--- src/rtl/muldiv_unit.sv ---
// Multi-cycle RV32M multiply/divide unit: iterative radix-2 shift-add multiplier and
// restoring divider sharing one {hi, lo} shift register, with a valid/ready request/response pair.
module muldiv_unit #(
  parameter int W     = 32,
  parameter int CNT_W = $clog2(W)
) (
  input  logic         clk,
  input  logic         rst,
  input  logic         flush,
  input  logic         req_valid,
  output logic         req_ready,
  input  logic [2:0]   op,
  input  logic [W-1:0] in1,
  input  logic [W-1:0] in2,
  output logic         resp_valid,
  input  logic         resp_ready,
  output logic [W-1:0] out
);

  localparam logic [2:0] OP_MUL    = 3'd0;
  localparam logic [2:0] OP_MULH   = 3'd1;
  localparam logic [2:0] OP_MULHSU = 3'd2;
  localparam logic [2:0] OP_MULHU  = 3'd3;
  localparam logic [2:0] OP_DIV    = 3'd4;
  localparam logic [2:0] OP_DIVU   = 3'd5;
  localparam logic [2:0] OP_REM    = 3'd6;
  localparam logic [2:0] OP_REMU   = 3'd7;

  localparam logic [W-1:0]     ZERO_W   = {W{1'b0}};
  localparam logic [W-1:0]     ONES_W   = {W{1'b1}};
  localparam logic [W-1:0]     INT_MIN  = {1'b1, {(W-1){1'b0}}};
  localparam logic [CNT_W-1:0] CNT_ZERO = {CNT_W{1'b0}};
  localparam logic [CNT_W-1:0] CNT_ONE  = {{(CNT_W-1){1'b0}}, 1'b1};
  localparam logic [CNT_W-1:0] CNT_LAST = CNT_W'(W - 1);

  typedef enum logic [1:0] {
    IDLE = 2'd0,
    RUN  = 2'd1,
    FIX  = 2'd2,
    DONE = 2'd3
  } state_t;

  function automatic logic [W-1:0] neg_w(input logic [W-1:0] x);
    return ~x + {{(W-1){1'b0}}, 1'b1};
  endfunction

  function automatic logic [2*W-1:0] neg_2w(input logic [2*W-1:0] x);
    return ~x + {{(2*W-1){1'b0}}, 1'b1};
  endfunction

  function automatic logic [W-1:0] cond_neg_w(input logic [W-1:0] x, input logic n);
    return n ? neg_w(x) : x;
  endfunction

  state_t           state_r, state_s;
  logic [CNT_W-1:0] cnt_r;
  logic [2:0]       op_r;
  logic [W-1:0]     hi_r, lo_r, b_r, out_r;
  logic             a_neg_r, b_neg_r, prep_r;

  logic             is_div_s, in1_signed_s, in2_signed_s;
  logic             div_zero_s, div_ovf_s, special_s, accept_s;
  logic [W-1:0]     special_res_s;
  logic [W:0]       mul_sum_s, div_sh_s, div_diff_s;
  logic [2*W-1:0]   prod_s, prod_fix_s;
  logic             res_neg_s;
  logic [W-1:0]     result_s;

  assign req_ready  = (state_r == IDLE);
  assign resp_valid = (state_r == DONE);
  assign out        = out_r;

  assign is_div_s     = op[2];
  assign in1_signed_s = (op == OP_MULH) || (op == OP_MULHSU) || (op == OP_DIV) || (op == OP_REM);
  assign in2_signed_s = (op == OP_MULH) || (op == OP_DIV) || (op == OP_REM);
  assign div_zero_s   = is_div_s && (in2 == ZERO_W);
  assign div_ovf_s    = ((op == OP_DIV) || (op == OP_REM)) && (in1 == INT_MIN) && (in2 == ONES_W);
  assign special_s    = div_zero_s || div_ovf_s;
  assign accept_s     = req_valid && (state_r == IDLE) && !flush;

  // Immediate result for divide-by-zero and signed overflow (op[1] selects the remainder ops).
  always_comb begin
    special_res_s = ZERO_W;
    if (div_zero_s) begin
      special_res_s = op[1] ? in1 : ONES_W;
    end else if (div_ovf_s) begin
      special_res_s = op[1] ? ZERO_W : in1;
    end else begin
      special_res_s = ZERO_W;
    end
  end

  // One shift-add or restoring-subtract step on the shared {hi, lo} register.
  always_comb begin
    mul_sum_s  = {1'b0, hi_r} + (lo_r[0] ? {1'b0, b_r} : {(W+1){1'b0}});
    div_sh_s   = {hi_r, lo_r[W-1]};
    div_diff_s = div_sh_s - {1'b0, b_r};
  end

  // Sign correction and high/low selection applied in FIX.
  always_comb begin
    prod_s     = {hi_r, lo_r};
    res_neg_s  = (op_r == OP_REM) ? a_neg_r : (a_neg_r ^ b_neg_r);
    prod_fix_s = res_neg_s ? neg_2w(prod_s) : prod_s;
    case (op_r)
      OP_MUL:                        result_s = prod_fix_s[W-1:0];
      OP_MULH, OP_MULHSU, OP_MULHU:  result_s = prod_fix_s[2*W-1:W];
      OP_DIV, OP_DIVU:               result_s = cond_neg_w(lo_r, res_neg_s);
      OP_REM, OP_REMU:               result_s = cond_neg_w(hi_r, res_neg_s);
      default:                       result_s = ZERO_W;
    endcase
  end

  // FSM state register.
  always_ff @(posedge clk or posedge rst) begin
    if (rst) begin
      state_r <= IDLE;
    end else begin
      state_r <= state_s;
    end
  end

  // FSM next-state logic; flush overrides every other transition.
  always_comb begin
    state_s = state_r;
    case (state_r)
      IDLE: begin
        if (flush) begin
          state_s = IDLE;
        end else if (req_valid) begin
          state_s = special_s ? DONE : RUN;
        end else begin
          state_s = IDLE;
        end
      end
      RUN: begin
        if (flush) begin
          state_s = IDLE;
        end else if (!prep_r && (cnt_r == CNT_LAST)) begin
          state_s = FIX;
        end else begin
          state_s = RUN;
        end
      end
      FIX: begin
        if (flush) begin
          state_s = IDLE;
        end else begin
          state_s = DONE;
        end
      end
      DONE: begin
        if (flush) begin
          state_s = IDLE;
        end else if (resp_ready) begin
          state_s = IDLE;
        end else begin
          state_s = DONE;
        end
      end
      default: state_s = IDLE;
    endcase
  end

  // Datapath: operand capture, magnitude prep cycle, W iterations, result load.
  always_ff @(posedge clk or posedge rst) begin
    if (rst) begin
      cnt_r   <= CNT_ZERO;
      op_r    <= 3'd0;
      hi_r    <= ZERO_W;
      lo_r    <= ZERO_W;
      b_r     <= ZERO_W;
      out_r   <= ZERO_W;
      a_neg_r <= 1'b0;
      b_neg_r <= 1'b0;
      prep_r  <= 1'b0;
    end else if (flush) begin
      cnt_r  <= CNT_ZERO;
      prep_r <= 1'b0;
    end else begin
      case (state_r)
        IDLE: begin
          if (accept_s) begin
            op_r    <= op;
            a_neg_r <= in1_signed_s && in1[W-1];
            b_neg_r <= in2_signed_s && in2[W-1];
            hi_r    <= ZERO_W;
            cnt_r   <= CNT_ZERO;
            prep_r  <= 1'b1;
            // Divide keeps the dividend in lo; multiply keeps the multiplier in lo.
            if (is_div_s) begin
              lo_r <= in1;
              b_r  <= in2;
            end else begin
              lo_r <= in2;
              b_r  <= in1;
            end
            if (special_s) begin
              out_r <= special_res_s;
            end
          end
        end
        RUN: begin
          if (prep_r) begin
            prep_r <= 1'b0;
            if (op_r[2]) begin
              lo_r <= cond_neg_w(lo_r, a_neg_r);
              b_r  <= cond_neg_w(b_r, b_neg_r);
            end else begin
              lo_r <= cond_neg_w(lo_r, b_neg_r);
              b_r  <= cond_neg_w(b_r, a_neg_r);
            end
          end else begin
            cnt_r <= cnt_r + CNT_ONE;
            if (op_r[2]) begin
              if (!div_diff_s[W]) begin
                hi_r <= div_diff_s[W-1:0];
                lo_r <= {lo_r[W-2:0], 1'b1};
              end else begin
                hi_r <= div_sh_s[W-1:0];
                lo_r <= {lo_r[W-2:0], 1'b0};
              end
            end else begin
              hi_r <= mul_sum_s[W:1];
              lo_r <= {mul_sum_s[0], lo_r[W-1:1]};
            end
          end
        end
        FIX: begin
          out_r <= result_s;
        end
        DONE: begin
          out_r <= out_r;
        end
        default: begin
          out_r <= out_r;
        end
      endcase
    end
  end

endmodule
--- config.mk ---
export PLATFORM = sky130hd
export DESIGN_NAME = muldiv_unit
export DESIGN_NICKNAME = d
export VERILOG_FILES = /design/src/rtl/muldiv_unit.sv
export SDC_FILE = /design/constraint.sdc
export NUM_CORES = 1
export LEC_CHECK = 0
export ABC_AREA = 1
export BUFFER_PORTS_ARGS = -buffer_cell sky130_fd_sc_hd__buf_2
export CAP_MARGIN = 20
export CORE_MARGIN = 2
export CORE_UTILIZATION = 42
export CTS_CLUSTER_DIAMETER = 30
export DETAILED_ROUTE_END_ITERATION = 16
export PLACE_DENSITY_LB_ADDON = 0.25
export RECOVER_POWER = 100
export SYNTH_ARGS = -nofsm -noshare
export SYNTH_HDL_FRONTEND = slang
export SYNTH_SLANG_ARGS = --single-unit
--- constraint.sdc ---
create_clock -name clk -period 8.93 [get_ports clk]
set_input_delay 0 -clock clk [delete_from_list [all_inputs] [get_ports clk]]
set_output_delay 0 -clock clk [all_outputs]
set_load 0.02 [all_outputs]
# == Word-level counts from Yosys, hierarchy flattened ==
# Index checks and enable logic that the tools add are counted.
# op_classes
n_reduce_logical,33
n_eq_ne,27
bitwise_logic,6
n_addsub,7
n_mux,50
# ops
operator,n
two-way mux 32 bit,26
one-hot mux 32 bit (2 select lines),4
one-hot mux 32 bit (4 select lines),1
"adder 32 x 1 -> 32 bit, second input constant",3
inverter 32 bit,3
"adder 64 x 1 -> 64 bit, second input constant",1
"equality test 32 bit, second input constant",2
two-way mux 64 bit,1
inverter 64 bit,1
adder 32 x 32 -> 33 bit,1
subtractor 33 x 32 -> 33 bit,1
zero test 32 bit,1
"equality test 3 bit, second input constant",6
two-way mux 2 bit,8
two-way mux 5 bit,3
one-hot mux 5 bit (2 select lines),1
"equality test 3 x 2 -> 1 bit, second input constant",3
"!= test 3 bit, second input constant",3
logical AND 1 bit,8
"!= test 4 bit, second input constant",2
one-hot mux 2 bit (4 select lines),1
AND reduction 4 bit,2
logical OR 1 bit,7
"equality test 3 x 1 -> 1 bit, second input constant",2
22 further kinds,32
# word_totals
inputBits,72
output_inout_bits,34
ff_bits,141

# == Depth between registers and ports, before layout ==
# Gate-level depths: netlist of the first run.
# logic_depth
word_depth,9
depth_mapped,22
ltp_nobuf,20

# == Worst setup path before layout of the first run ==
# OpenSTA, ideal clock, no wires.
# synth_timing
kind,reg-to-reg
start,register lo_r[0]
end,register hi_r[15]
setup_ns,0.116
synth_period_minus_slack_ns,2.695
path_buffers,2
path_slack_ns,6.235
path_stages_with_launch,22
required_time_ns,8.814
arrival_time_ns,2.578
cell_sequence,dfrtp_1 > buf_2 > clkbuf_1 > nand2_1 > inv_1 > ha_1 > inv_1 > fa_1 > inv_1 > nand2_1 > o21ai_0 > nand2_1 > nand2_1 > nand2_1 > nand2_1 > nand2_1 > nand3_1 > nand3_1 > nand2_1 > inv_1 > nand2_1 > nand2_1
# synth_via
elab_chain_cells,5
# synth_lines
item,line_no,rtl
start: declaration,58,"logic [W-1:0] hi_r, lo_r, b_r, out_r;"
start signal: assignment,192,lo_r <= in1;
start signal: assignment,195,lo_r <= in2;
start signal: assignment,207,"lo_r <= cond_neg_w(lo_r, a_neg_r);"
two-way mux 32 bit,95,"mul_sum_s = {1'b0, hi_r} + (lo_r[0] ? {1'b0, b_r} : {(W+1){1'b0}});"
adder 32 x 32 -> 33 bit,95,
two-way mux 32 bit,215,if (op_r[2]) begin
two-way mux 32 bit,204,if (prep_r) begin
one-hot mux 32 bit (2 select lines),181,case (state_r)
end signal: assignment,217,hi_r <= div_diff_s[W-1:0];
end signal: assignment,220,hi_r <= div_sh_s[W-1:0];
end signal: assignment,224,hi_r <= mul_sum_s[W:1];
end: declaration,58,
# No other way between the ends. The select of a mux whose other input is x is not followed.
# A chain may end at the register's enable or synchronous reset.

# == Worst setup path after layout of the first run ==
# layout_timing
start,register state_r[0]
end,register hi_r[31]
# layout_via
elab_chain_cells,5
# layout_lines
item,line_no,rtl
start: declaration,55,"state_t state_r, state_s;"
start signal: assignment,119,state_r <= state_s;
zero test 2 bit,"79, 181",
logical AND 1 bit (2 in a row),79,assign accept_s = req_valid && (state_r == IDLE) && !flush;
!= test 2 x 1 -> 1 bit (no source line),--,
AND reduction 4 bit (no source line),--,
# Several ways; a longest one is shown, not always the timed one.

==> run metrics, run 1 <==
DRT Pass-1 Iters=9; Core Area=43,270 um^2; global-route wire length before repair=126.0 mm; Setup Skew=0.02021 ns; fin. max-slew vios=306; gpl congestion=1.048; syn avg cell area=5.405 um^2; DP Wirelength=66.53 mm; CTS Sinks=141; Pleak=10.83 nW; I/O pin total=106; Root Buffer=clkbuf_16; minimum clock period=6.240 ns; Gate Count Post-Synth=3,425; Synth cell types=48; Setup crit start=state_r[0]; number of synthesized flops with an enable pin=0; outcome=complete, but fails checks; CP cell instances=inv_1 -> nor2_1 -> clkinv_1 -> buf_4 -> nor2_1 -> o211ai_1 -> nand2_1 -> nor2_2 -> inv_1 -> nor2_1 -> inv_1 -> a21oi_1 -> nand2_1 -> nand2_1; Vias=22.97k; Final Hold Fails=0; CP required=slightly above 9 ns; Slowest-stage cell, CP=nor2_1; GRT Resource Usage Total=35.73%; CTS tree=built; Layout area overhead=8.739%; CTS buffer count=17; H-tree depth=4; HP Class=in2reg; peak supply drop=0.2309 mV; DRT antenna net count=0; nets@finish=3,607; total negative slack=0 ns; clock insertion delay at the later pin of the skew report=0.46 ns; DRC Markers=0; reg2reg path depth=14; crit path DAT=6.62 ns; post-place setup slack=4.901 ns; die area=45,770 um^2; vias per inst=5.654; fmax=between 0.15 and 0.2 GHz; die height=between 200 and 250 um; PwrDens=~310 nW/um^2; Slew HR=-166.8%; Min-Delay Startpoint=in1[4]; largest net degree at the start of global routing=86; register area share after synthesis=19.06%; synth warn=0; clk buf depth=2; Overflow after GRT=0; vias in the first global route=20.90k; Worst setup SP type=flop; # port buffers=between 100 and 150; drt total wl=83.60 mm; worst-margin pin slew=3.981 ns; violated checks=max-capacitance violations, max-slew violations; Die W=approximately 210 um; layout cell share with drive strength beyond 1=~4.0%; crit-path max FO=65; Avg WL per Cell=just over 20 um; Starting Density=between 40 and 50%; initial DRC count=around 3.0k; syn nets=3,568; CP Class=reg2reg; period utilization=between 60% and 70%; largest incremental delay on the critical path=1.78 ns; Mapped Area=between 15,000 and 20,000 um^2; RR Startpoint=state_r[0]; initial antenna violation count=5; number of synthesized register bits=141; Site Rows=76; Worst Slack Setup Final=2.690 ns; Async SR Flop Fraction=100.0%; CP endpoint kind=flop; Clock transition at path regs=0.08 ns; RSZ-0062 raised after global routing=no; hold path cells=5; max_cap viols=6; # setup viols final=0; commonest register cell after synthesis=dfrtp_1
sequential cells by signal, indices dropped and copies added, names as in the netlist:
register / cells
b_r: 32
hi_r: 32
lo_r: 32
out: 32
cnt_r: 5
op_r: 3
state_r: 2
a_neg_r: 1
b_neg_r: 1
prep_r: 1
area by class of cell:
class / instances / area, um^2
diodes: 1 / 2.502
clock buffers: 17 / 425.4
clock inverters: 15 / 215.2
fillers: 4912 / 23140
inverters: 533 / 2003
multi-input cells: 2635 / 12470
flip-flops and latches: 141 / 3530
well taps: 585 / 732.0
repair buffers: 136 / 748.2
stage by stage:
stage / std cells / hold WS, ns / area [um^2] / utilization [%] / total power, mW
after global placement: 4019 / 0.2210 / 19450 / 44.95 / 5.252
after floorplan: 3425 / 0.1469 / 18510 / - / 3.953
after CTS: 4061 / 0.003812 / 20200 / 46.70 / 6.084
after detailed placement: 4020 / 0.2251 / 19470 / 45.01 / 5.258
final: 4063 / 0.003350 / 20130 / 46.53 / 6.191
after global routing: 4062 / 0.01868 / 20130 / 46.52 / 6.687
repair_timing:
item,in CTS,in global routing
gates resized for setup,0,0
hold buffers,9,0
buffers inserted,0,0
endpoints found under the hold margin,82,0
cells in the mapped netlist, drive strengths merged, types with 3 or more instances:
| cell type | instances | area, um^2 |
|---|---|---|
| xor2 | 33 | 289.0 |
| o211ai | 54 | 405.4 |
| o21ai | 180 | 900.9 |
| clkinv | 5 | 18.77 |
| a22oi | 4 | 30.03 |
| or2 | 6 | 37.54 |
| a21boi | 20 | 150.2 |
| nand4 | 51 | 319.1 |
| buf | 52 | 264.0 |
| o21bai | 5 | 37.54 |
| nand3 | 325 | 1627 |
| o31ai | 4 | 30.03 |
| o311ai | 3 | 26.28 |
| nand3b | 13 | 97.59 |
| nor3 | 29 | 145.1 |
| inv | 528 | 1984 |
| xnor2 | 14 | 122.6 |
| a2bb2oi | 11 | 96.34 |
| dfrtp | 141 | 3528 |
| ha | 69 | 863.3 |
| a21oi | 177 | 889.6 |
| o22ai | 5 | 31.28 |
| nor4 | 6 | 37.54 |
| a41oi | 14 | 122.6 |
| clkbuf | 64 | 240.2 |
| a31oi | 14 | 87.58 |
| nand2 | 1153 | 4328 |
| nor2 | 429 | 1643 |
logic make-up (layout without fill, tap and decap cells):
family                   Yosys count  count (layout)  share of synthesized area, %
AO/OA/AOI/OAI                    505             505                         15.82
flip-flops                       141             141                         19.06
other                              0               1                             0
AND/OR/NAND/NOR                 2012            2012                         44.48
adder cells (fa/ha/maj)           71              71                         4.880
buffers and inverters            649             701                         13.54
XOR/XNOR                          47              47                         2.224
routing by layer:
metal / vias to the layer above / global-route usage (%) / routed length, um
met3: 242 / 8.165 / 9542
met4: 8 / 17.86 / 4556
met1: 10430 / 48.00 / 34220
li1: 11010 / - / -
met5: - / 0 / 45
met2: 1284 / 53.71 / 35240
report_power, final:
group	switching, mW	internal (mW)	leakage, nW
clock network	0.352	0.456	0.315
logic	2.81	1.24	8.80
registers	0.484	0.850	1.71
total	3.64	2.55	10.8
cell usage in the layout (no fill, tap or decap), types with 7 or more instances in the layout:
cell type and n:
a31oi_1 14, clkinv_1 7, a21boi_0 20, nand4_1 51
nand2_1 1152, o211ai_1 54, xor2_1 33, a2bb2oi_1 11
a41oi_1 14, dfrtp_1 140, nand3_1 324, clkbuf_1 38
nor2_1 424, buf_4 19, buf_2 69, xnor2_1 14
a21oi_1 176, nor3_1 29, nand3b_1 13, o21ai_0 179
dlygate4sd3_1 9, ha_1 69, clkbuf_16 17, inv_1 522
path summary, 6_finish.rpt:
path	end	slack [ns]
max	hi_r[31]	2.69
min	lo_r[4]	0.003
max reg2reg	hi_r[31]	2.69
min reg2reg	out[16]	0.49
max in group asynchronous	op_r[2]	5.34
min in group asynchronous	hi_r[24]	1.26
worst max-delay path, delay by kind of cell, from the launching register on:
family,cells,cell delay (ns)
AOI/OAI and AO/OA,2,0.54
buffers and inverters,5,1.82
DFF,1,0.44
and+or+nand+nor,7,3.34
No activity file was read; power rests on OpenSTA's default activity.
==> inputs of run 2 (changes only) <==
==> constraint.sdc (replaced) <==
create_clock -name clk -period 5.13 [get_ports clk]
set_input_delay 0 -clock clk [delete_from_list [all_inputs] [get_ports clk]]
set_output_delay 0 -clock clk [all_outputs]
set_load 0.02 [all_outputs]
==> run 2 against run 1 <==
  * The flow still finishes with violations (max-capacitance violations, max-slew violations)
  * Highest routed layer is now met4
  * Via count about the same
  * Combinational power up 76%
  * Clock skew down 0.00085 ns
  * Power up 72%
==> run metrics, run 2 (synthesized netlist as in run 1, its figures left out) <==
largest net degree at the start of global routing=79 (-8.1%); Setup Skew=0.01936 ns (-0.0008535 ns); die height=213.9 um (unchanged); Layout area overhead=8.746% (about the same); # port buffers=105 (unchanged); Die W=213.9 um (unchanged); clock insertion delay at the later pin of the skew report=0.46 ns (about the same); Worst setup SP type=flop; largest incremental delay on the critical path=1.30 ns (-0.48 ns); hold buffer count at CTS=10 (+1); total negative slack=0 ns (unchanged); reg2reg path depth=10 (-4); fmax=0.2351 GHz (+47%); drt total wl=82.64 mm (-1.2%); I/O pin total=106 (unchanged); GRT Resource Usage Total=35.44% (-0.29 points); CP endpoint kind=flop; DRT Pass-1 Iters=6 (-3); crit-path max FO=44 (-32%); RSZ-0062 raised after global routing=no; CP cell instances=inv_2 -> nor2_4 -> inv_2 -> nor2_4 -> o211ai_1 -> nand2_1 -> buf_4 -> clkinvlp_2 -> nand3_1 -> a2bb2oi_1; PwrDens=530.4 nW/um^2 (+72%); violated checks=max-capacitance violations, max-slew violations; Slew HR=-84.51% (+82 points); peak supply drop=0.3242 mV (+40%); CTS buffer count=17 (unchanged); cell family contributing the most delay on the critical path=buffers and inverters; CTS Sinks=141 (unchanged); Vias=22.98k (+0.0044%); Core Area=43,270 um^2 (unchanged); worst-margin pin slew=2.753 ns (-1.228 ns); CP Class=reg2reg; postcts setup bufs=0 (unchanged); hold endpoint=out[9]; DRT antenna net count=0 (unchanged); H-tree depth=4 (unchanged); Slowest-stage cell, CP=clkinvlp_2; most frequent cells in the layout=nand2_1, inv_1, nor2_1; initial DRC count=3,245 (+9.9%); Site Rows=76 (unchanged); post-cts sizing count=0 (unchanged); max_cap viols=6 (unchanged); commonest non-fill, non-tap cell in the layout=nand2_1; Total Power=10.68 mW (+72%); Min-Delay Startpoint=in1[9]; die area=45,770 um^2 (unchanged); outcome=complete, but fails checks; CP required=5.51 ns (-3.80 ns); Worst Slack Setup Final=0.8763 ns (-1.814 ns); reg2reg end=lo_r[26]; DRC Markers=0 (unchanged); clk buf depth=2 (unchanged); gpl congestion=1.068 (+2.0%); CTS tree=built; minimum clock period=4.254 ns (-1.986 ns); # setup viols final=0 (unchanged); fin. max-slew vios=260 (-15%); R2R Setup Slk=0.88 ns (-1.81 ns); CP Buf/Inv Count=4 (-1); vias per inst=5.639 (-0.27%); Root Buffer=clkbuf_16; Avg WL per Cell=20.28 um (-1.4%); Pleak=10.83 nW (about the same); global-route wire length before repair=125.3 mm (-0.54%); Overflow after GRT=0 (unchanged); Starting Density=42.79% (unchanged); post-place setup slack=1.701 ns (-3.200 ns); HP Class=in2reg; DP Wirelength=65.62 mm (-1.4%); hold path cells=5 (unchanged); nets@finish=3,616 (+0.25%); vias in the first global route=20.96k (+0.29%); RR Startpoint=state_r[0]; Levels on crit path=10 (-4); period utilization=82.92% (+13 points); Final Hold Fails=0 (unchanged); Clock transition at path regs=0.07 ns (about the same); crit path DAT=4.64 ns (-1.98 ns); initial antenna violation count=4 (-1); layout cell share with drive strength beyond 1=4.132% (+0.11 points)
## run 2: per-stage QoR
| stage | instances | instance area (um^2) | hold WS, ns | util [%] |
|---|---|---|---|---|
| floorplan | 3425 | 18510 | 0.1469 | - |
| global placement | 4028 | 19510 | 0.1183 | 45.10 |
| detailed placement | 4029 | 19540 | 0.1132 | 45.16 |
| CTS | 4070 | 20210 | 0.003808 | 46.71 |
| global route | 4070 | 20120 | 0.008301 | 46.51 |
| finish | 4074 | 20130 | 0.02037 | 46.53 |
## run 2: cell type report
type,instances,area [um^2]
Fill cell,4878,23130
Multi-Input combinational cell,2635,12490
Sequential cell,141,3528
Inverter,533,2003
Timing Repair Buffer,145,798.3
Tap cell,585,732.0
Clock buffer,19,432.9
Clock inverter,12,137.6
Antenna cell,4,10.01
## run 2: how the worst max path moves through the flow
stage,slack [ns],startpoint,end
floorplan,1.35,rst,a_neg_r
global placement,1.69,lo_r[31],hi_r[26]
detailed placement,1.70,lo_r[0],hi_r[21]
CTS,1.69,lo_r[0],hi_r[21]
global route,0.64,state_r[0],hi_r[3]
finish,0.88,state_r[0],lo_r[26]
## run 2: layer usage
metal  track usage, %  vias up  wire, um
li1                 -    11040         -
met1            47.71    10450     34170
met2            52.73     1266     34700
met3            8.123      219      9047
met4            18.55        0      4717
met5                0        -         0
## run 2: where the power goes
part           internal [mW]  switching [mW]
combinational           2.17            4.94
sequential              1.48           0.810
clock                  0.718           0.559
## run 2: worst min-delay path: cells and delay by family
| family | cells | cell delay, ns |
|---|---|---|
| buf+inv | 1 | 0.11 |
| simple gates | 3 | 0.23 |
| compound gates | 1 | 0.09 |
